[config.mk]
export PLATFORM = sky130hd
export DESIGN_NAME = neural_pixel_packer
export DESIGN_NICKNAME = d
export VERILOG_FILES = /design/src/rtl/neural_pixel_packer.sv
export SDC_FILE = /design/constraint.sdc
export NUM_CORES = 1
export LEC_CHECK = 0
export CORE_MARGIN = 4
export CORE_UTILIZATION = 29
export DETAILED_ROUTE_END_ITERATION = 8
export GPL_ROUTABILITY_DRIVEN = 1
export PLACE_DENSITY = 0.53
export SYNTH_ARGS = -nofsm -noshare
export SYNTH_HDL_FRONTEND = slang
export SYNTH_SLANG_ARGS = --single-unit
[constraint.sdc]
create_clock -name clk -period 2.61 [get_ports clk]
set_input_delay 0.522 -clock clk [delete_from_list [all_inputs] [get_ports clk]]
set_output_delay 0.522 -clock clk [all_outputs]
set_load 0.03 [all_outputs]
[src/rtl/neural_pixel_packer.sv]
// Packs four (current, previous, mask) pixel triples into 32-bit rs1/rs2/mask words for the
// 4-lane neural SIMD datapath. A completed word that finds the output slot busy waits in the
// assembly register, and input is back-pressured until it moves out.
module neural_pixel_packer #(
  parameter int unsigned CNT_W   = 16,
  parameter logic [7:0]  PAD_PIX = 8'h00
) (
  input  logic             clk,
  input  logic             rst_n,
  input  logic             in_valid,
  output logic             in_ready,
  input  logic [7:0]       in_cur,
  input  logic [7:0]       in_prev,
  input  logic             in_last,
  input  logic [7:0]       cfg_mask,
  output logic             out_valid,
  input  logic             out_ready,
  output logic [31:0]      rs1,
  output logic [31:0]      rs2,
  output logic [31:0]      mask,
  output logic             out_last,
  output logic [2:0]       out_lanes,
  output logic [CNT_W-1:0] word_count
);

  logic [1:0]       lane_idx_q, lane_idx_d;
  logic [31:0]      asm_rs1_q, asm_rs1_d;
  logic [31:0]      asm_rs2_q, asm_rs2_d;
  logic [31:0]      asm_mask_q, asm_mask_d;
  logic             asm_full_q, asm_full_d;
  logic             asm_last_q, asm_last_d;
  logic [2:0]       asm_lanes_q, asm_lanes_d;

  logic             out_valid_q, out_valid_d;
  logic [31:0]      rs1_q, rs1_d;
  logic [31:0]      rs2_q, rs2_d;
  logic [31:0]      mask_q, mask_d;
  logic             out_last_q, out_last_d;
  logic [2:0]       out_lanes_q, out_lanes_d;
  logic [CNT_W-1:0] word_count_q, word_count_d;

  logic             accept;
  logic             slot_free;
  logic             complete;
  logic [2:0]       fill_lanes;
  // wr_*: assembly contents with the incoming pixel written; cw_*: same, upper lanes padded
  logic [31:0]      wr_rs1, wr_rs2, wr_mask;
  logic [31:0]      cw_rs1, cw_rs2, cw_mask;

  always_comb begin
    accept     = in_valid && !asm_full_q;
    slot_free  = !out_valid_q || out_ready;
    complete   = accept && ((lane_idx_q == 2'd3) || in_last);
    fill_lanes = {1'b0, lane_idx_q} + 3'd1;

    wr_rs1  = asm_rs1_q;
    wr_rs2  = asm_rs2_q;
    wr_mask = asm_mask_q;
    cw_rs1  = asm_rs1_q;
    cw_rs2  = asm_rs2_q;
    cw_mask = asm_mask_q;
    for (int k = 0; k < 4; k++) begin
      if (k == int'(lane_idx_q)) begin
        wr_rs1[8*k +: 8]  = in_cur;
        wr_rs2[8*k +: 8]  = in_prev;
        wr_mask[8*k +: 8] = cfg_mask;
        cw_rs1[8*k +: 8]  = in_cur;
        cw_rs2[8*k +: 8]  = in_prev;
        cw_mask[8*k +: 8] = cfg_mask;
      end else if (k > int'(lane_idx_q)) begin
        cw_rs1[8*k +: 8]  = PAD_PIX;
        cw_rs2[8*k +: 8]  = PAD_PIX;
        cw_mask[8*k +: 8] = 8'h00;
      end
    end
  end

  always_comb begin
    lane_idx_d   = lane_idx_q;
    asm_rs1_d    = asm_rs1_q;
    asm_rs2_d    = asm_rs2_q;
    asm_mask_d   = asm_mask_q;
    asm_full_d   = asm_full_q;
    asm_last_d   = asm_last_q;
    asm_lanes_d  = asm_lanes_q;
    out_valid_d  = out_valid_q;
    rs1_d        = rs1_q;
    rs2_d        = rs2_q;
    mask_d       = mask_q;
    out_last_d   = out_last_q;
    out_lanes_d  = out_lanes_q;
    word_count_d = word_count_q;

    if (out_valid_q && out_ready) begin
      out_valid_d  = 1'b0;
      word_count_d = word_count_q + CNT_W'(1);
    end

    // accept is impossible while a word is stalled, so the two branches are exclusive
    if (asm_full_q && slot_free) begin
      out_valid_d = 1'b1;
      rs1_d       = asm_rs1_q;
      rs2_d       = asm_rs2_q;
      mask_d      = asm_mask_q;
      out_last_d  = asm_last_q;
      out_lanes_d = asm_lanes_q;
      asm_full_d  = 1'b0;
    end else if (accept) begin
      if (complete) begin
        lane_idx_d = 2'd0;
        if (slot_free) begin
          out_valid_d = 1'b1;
          rs1_d       = cw_rs1;
          rs2_d       = cw_rs2;
          mask_d      = cw_mask;
          out_last_d  = in_last;
          out_lanes_d = fill_lanes;
        end else begin
          asm_rs1_d   = cw_rs1;
          asm_rs2_d   = cw_rs2;
          asm_mask_d  = cw_mask;
          asm_last_d  = in_last;
          asm_lanes_d = fill_lanes;
          asm_full_d  = 1'b1;
        end
      end else begin
        asm_rs1_d  = wr_rs1;
        asm_rs2_d  = wr_rs2;
        asm_mask_d = wr_mask;
        lane_idx_d = lane_idx_q + 2'd1;
      end
    end
  end

  always_ff @(posedge clk or negedge rst_n) begin
    if (!rst_n) begin
      lane_idx_q   <= 2'd0;
      asm_rs1_q    <= 32'h0;
      asm_rs2_q    <= 32'h0;
      asm_mask_q   <= 32'h0;
      asm_full_q   <= 1'b0;
      asm_last_q   <= 1'b0;
      asm_lanes_q  <= 3'd0;
      out_valid_q  <= 1'b0;
      rs1_q        <= 32'h0;
      rs2_q        <= 32'h0;
      mask_q       <= 32'h0;
      out_last_q   <= 1'b0;
      out_lanes_q  <= 3'd0;
      word_count_q <= '0;
    end else begin
      lane_idx_q   <= lane_idx_d;
      asm_rs1_q    <= asm_rs1_d;
      asm_rs2_q    <= asm_rs2_d;
      asm_mask_q   <= asm_mask_d;
      asm_full_q   <= asm_full_d;
      asm_last_q   <= asm_last_d;
      asm_lanes_q  <= asm_lanes_d;
      out_valid_q  <= out_valid_d;
      rs1_q        <= rs1_d;
      rs2_q        <= rs2_d;
      mask_q       <= mask_d;
      out_last_q   <= out_last_d;
      out_lanes_q  <= out_lanes_d;
      word_count_q <= word_count_d;
    end
  end

  assign in_ready   = !asm_full_q;
  assign out_valid  = out_valid_q;
  assign rs1        = rs1_q;
  assign rs2        = rs2_q;
  assign mask       = mask_q;
  assign out_last   = out_last_q;
  assign out_lanes  = out_lanes_q;
  assign word_count = word_count_q;

endmodule
==> flow_metrics.env <==
export IMPL_grt_setup_unrepaired="false"
export IMPL_cts_buffer_depth=3
export IMPL_worst_skew_pair_late_latency_ps=530
export IMPL_clkTransAtPathRegs_ps=50
export IMPL_viasPerCell=4.81
export IMPL_relSlewSlack_pct=62.7
export IMPL_fmax_mhz=414
export IMPL_ys_ff_latch=220
export IMPL_synth_nets=956
export IMPL_synth_area_um2=9610
export IMPL_synth_ff_type="dfrtp_1"
export IMPL_post_route_cells_drive_above_1_share_pct=10.4
export IMPL_antenna_found_initial=0
export IMPL_crit_path_start_kind="register"
export IMPL_period_needed_ps=2420
export IMPL_tritoncts="done"
export IMPL_crit_type="register to primary output"
export IMPL_ys_seq_area_share_pct=57.3
export IMPL_ir_worst_vdd_uv=485
export IMPL_die_area_um2=36100
export IMPL_postCtsSetupRepairBufs=0
export IMPL_required_ps=2090
export IMPL_power_density_nw_per_um2=998
export IMPL_synth_distinct_cells=39
export IMPL_finalSetupViolCount=0
export IMPL_cap_violations=0
export IMPL_yosys_top_cells_area="dfrtp_1 (57%), a21oi_1 (6.2%), nand2_1 (6.1%)"
export IMPL_layout_common_cells="dfrtp_1 (219), nand2_1 (157), clkdlybuf4s50_1 (145), a21oi_1 (119), o21ai_0 (68)"
export IMPL_end_kind="primary output"
export IMPL_drt_total_wl_um=27800
export IMPL_hold_viol_final=0
export IMPL_synth_warning_count=0
export IMPL_rows=66
export IMPL_fin_crit_sh_pct=92.6
export IMPL_die_width_um=190
export IMPL_syn_to_final_growth_pct=28.6
export IMPL_io_pins=147
export IMPL_yosysTopAreaCell="dfrtp_1"
export IMPL_grt_ovfl_total=0
export IMPL_syn_avg_cell_area_um2=10.4
export IMPL_final_common_cell="dfrtp_1"
export IMPL_grt_max_degree=87
export IMPL_whs_ps=473
export IMPL_place_gp_congestion=0.771
export IMPL_skew_ps=15.0
export IMPL_postSynthCellCount=922
export IMPL_port_buffers=146
export IMPL_initial_core_util_pct=29.5
export IMPL_antenna_left=0
export IMPL_nets=1063
export IMPL_dp_hpwl_um=18000
export IMPL_path_max_fanout=6
export IMPL_cp_data_arrival_time_ps=1900
export IMPL_cts_root_buf="clkbuf_16"
export IMPL_leakage_uw=0.00530
export IMPL_first_pass_iters=5
export IMPL_async_flop_share_pct=100
export IMPL_wire_per_inst_um=18.7
export IMPL_coreArea_um2=32600
export IMPL_finalSetupTns_ps=0
export IMPL_power_uw=12300
export IMPL_cts_htree_levels=1
export IMPL_drt_initial_drc_count=429
export IMPL_netlist_area_leader_share_pct=57.3
export IMPL_drv_slew=0
export IMPL_drc=0
export IMPL_worstHoldPathType="register to register"
export IMPL_status="finished, final reports clean"
export IMPL_grt_pass1_vias=7424
export IMPL_routed_via_count=7165
export IMPL_grt_pass1_wl_um=44200
export IMPL_worstMarginPinSlew_ps=559
export IMPL_grt_total_usage_pct=15.4
export IMPL_synth_edff_count=0
export IMPL_cts_buffers=27
export IMPL_cts_sink_count=220
export IMPL_die_h_um=190
export IMPL_diodes=0
[cell usage after synthesis (2+ instances only)]
cell type and number:
xnor2_1 12, xor2_1 3, ha_1 5, and2_1 2, nor2_1 8, a22o_1 48
nand2b_1 2, mux2i_1 28, inv_1 5, o21ai_0 69, nor3_1 2, a31oi_1 24
a21o_1 2, and3_1 3, o31ai_1 47, nand3_1 7, buf_1 2, buf_4 8
clkbuf_1 54, buf_2 28, nand2_1 157, mux2_2 25, nor2b_1 3, a21oi_1 119
buf_6 6, dfrtp_1 220, and4_1 3, mux2_4 3, nand4_1 4, o21ai_1 14
[per-layer routing]
layer / global-route usage, % / wire (um)
met1: 21.5 / 12900
met2: 24.4 / 12700
met3: 3.76 / 1650
met4: 3.20 / 492
met5: 0 / 0
[power by group]
part	internal, uW	switching, uW	total (uW)
registers	4300	547	4840
clock network	2100	1410	3510
logic	1680	2300	3980
[layout make-up]
type | count | area [um2]
Timing Repair Buffer | 176 | 1810
Tap cell | 442 | 553
Multi-Input combinational cell | 599 | 3650
Fill cell | 3232 | 20300
Inverter | 5 | 18.8
Sequential cell | 220 | 5510
Clock inverter | 3 | 18.8
Clock buffer | 45 | 813
[repair_timing]
item / CTS / global route
hold buffers: 1 / 0
gates resized for setup: 0 / 0
hold endpoints to repair: 59 / 0
[flip-flops by register name, indices dropped and copies added, names as in the netlist, 2 cells and up]
name	flops
lane_idx_q	2
mask	32
asm_mask_q	32
word_count	16
out_lanes	3
rs1	32
rs2	32
asm_rs1_q	32
asm_rs2_q	32
asm_lanes_q	3
[worst max-delay path, stage by stage, from the launching register on]
cell	delay, ps
dfrtp_2	470
inv_1	190
clkdlybuf4s50_1	700
[path summary, 6_finish.rpt]
| path | startpoint | end | slack, ps | cells past startpoint |
|---|---|---|---|---|
| worst max-delay path | asm_full_q | in_ready | 190 | 2 |
| worst min-delay path | mask[27] | mask[27] | 470 | 2 |
| worst max register to register | lane_idx_q[0] | asm_rs1_q[1] | 530 | 5 |
| worst min register to register | mask[27] | mask[27] | 470 | 2 |
| max in group asynchronous | rst_n | rs2[3] | 1250 | 3 |
| min in group asynchronous | rst_n | mask[24] | 540 | 2 |
[per-stage QoR]
step | setup WS, ps | std cells | instance area, um2 | util, %
6_report | 192 | 1490 | 12400 | 37.9
5_1_grt | 120 | 1490 | 12400 | 37.9
4_1_cts | 150 | 1490 | 12400 | 37.9
3_5_place_dp | 196 | 1441 | 11500 | 35.3
3_3_place_gp | 209 | 1441 | 11500 | 35.3
2_1_floorplan | 748 | 922 | 9610 | -
[cell families after synthesis]
group	count (synthesis)	share of synthesized area, %
muxes	56	6.31
DFF	220	57.3
adders and majority gates	5	0.651
AOI/OAI and AO/OA	328	20.8
and+or+nand+nor	195	8.43
xor gates and xnor gates	15	1.37
buffers and inverters	103	5.17
Note: power is estimated with default switching activity, not from simulation.
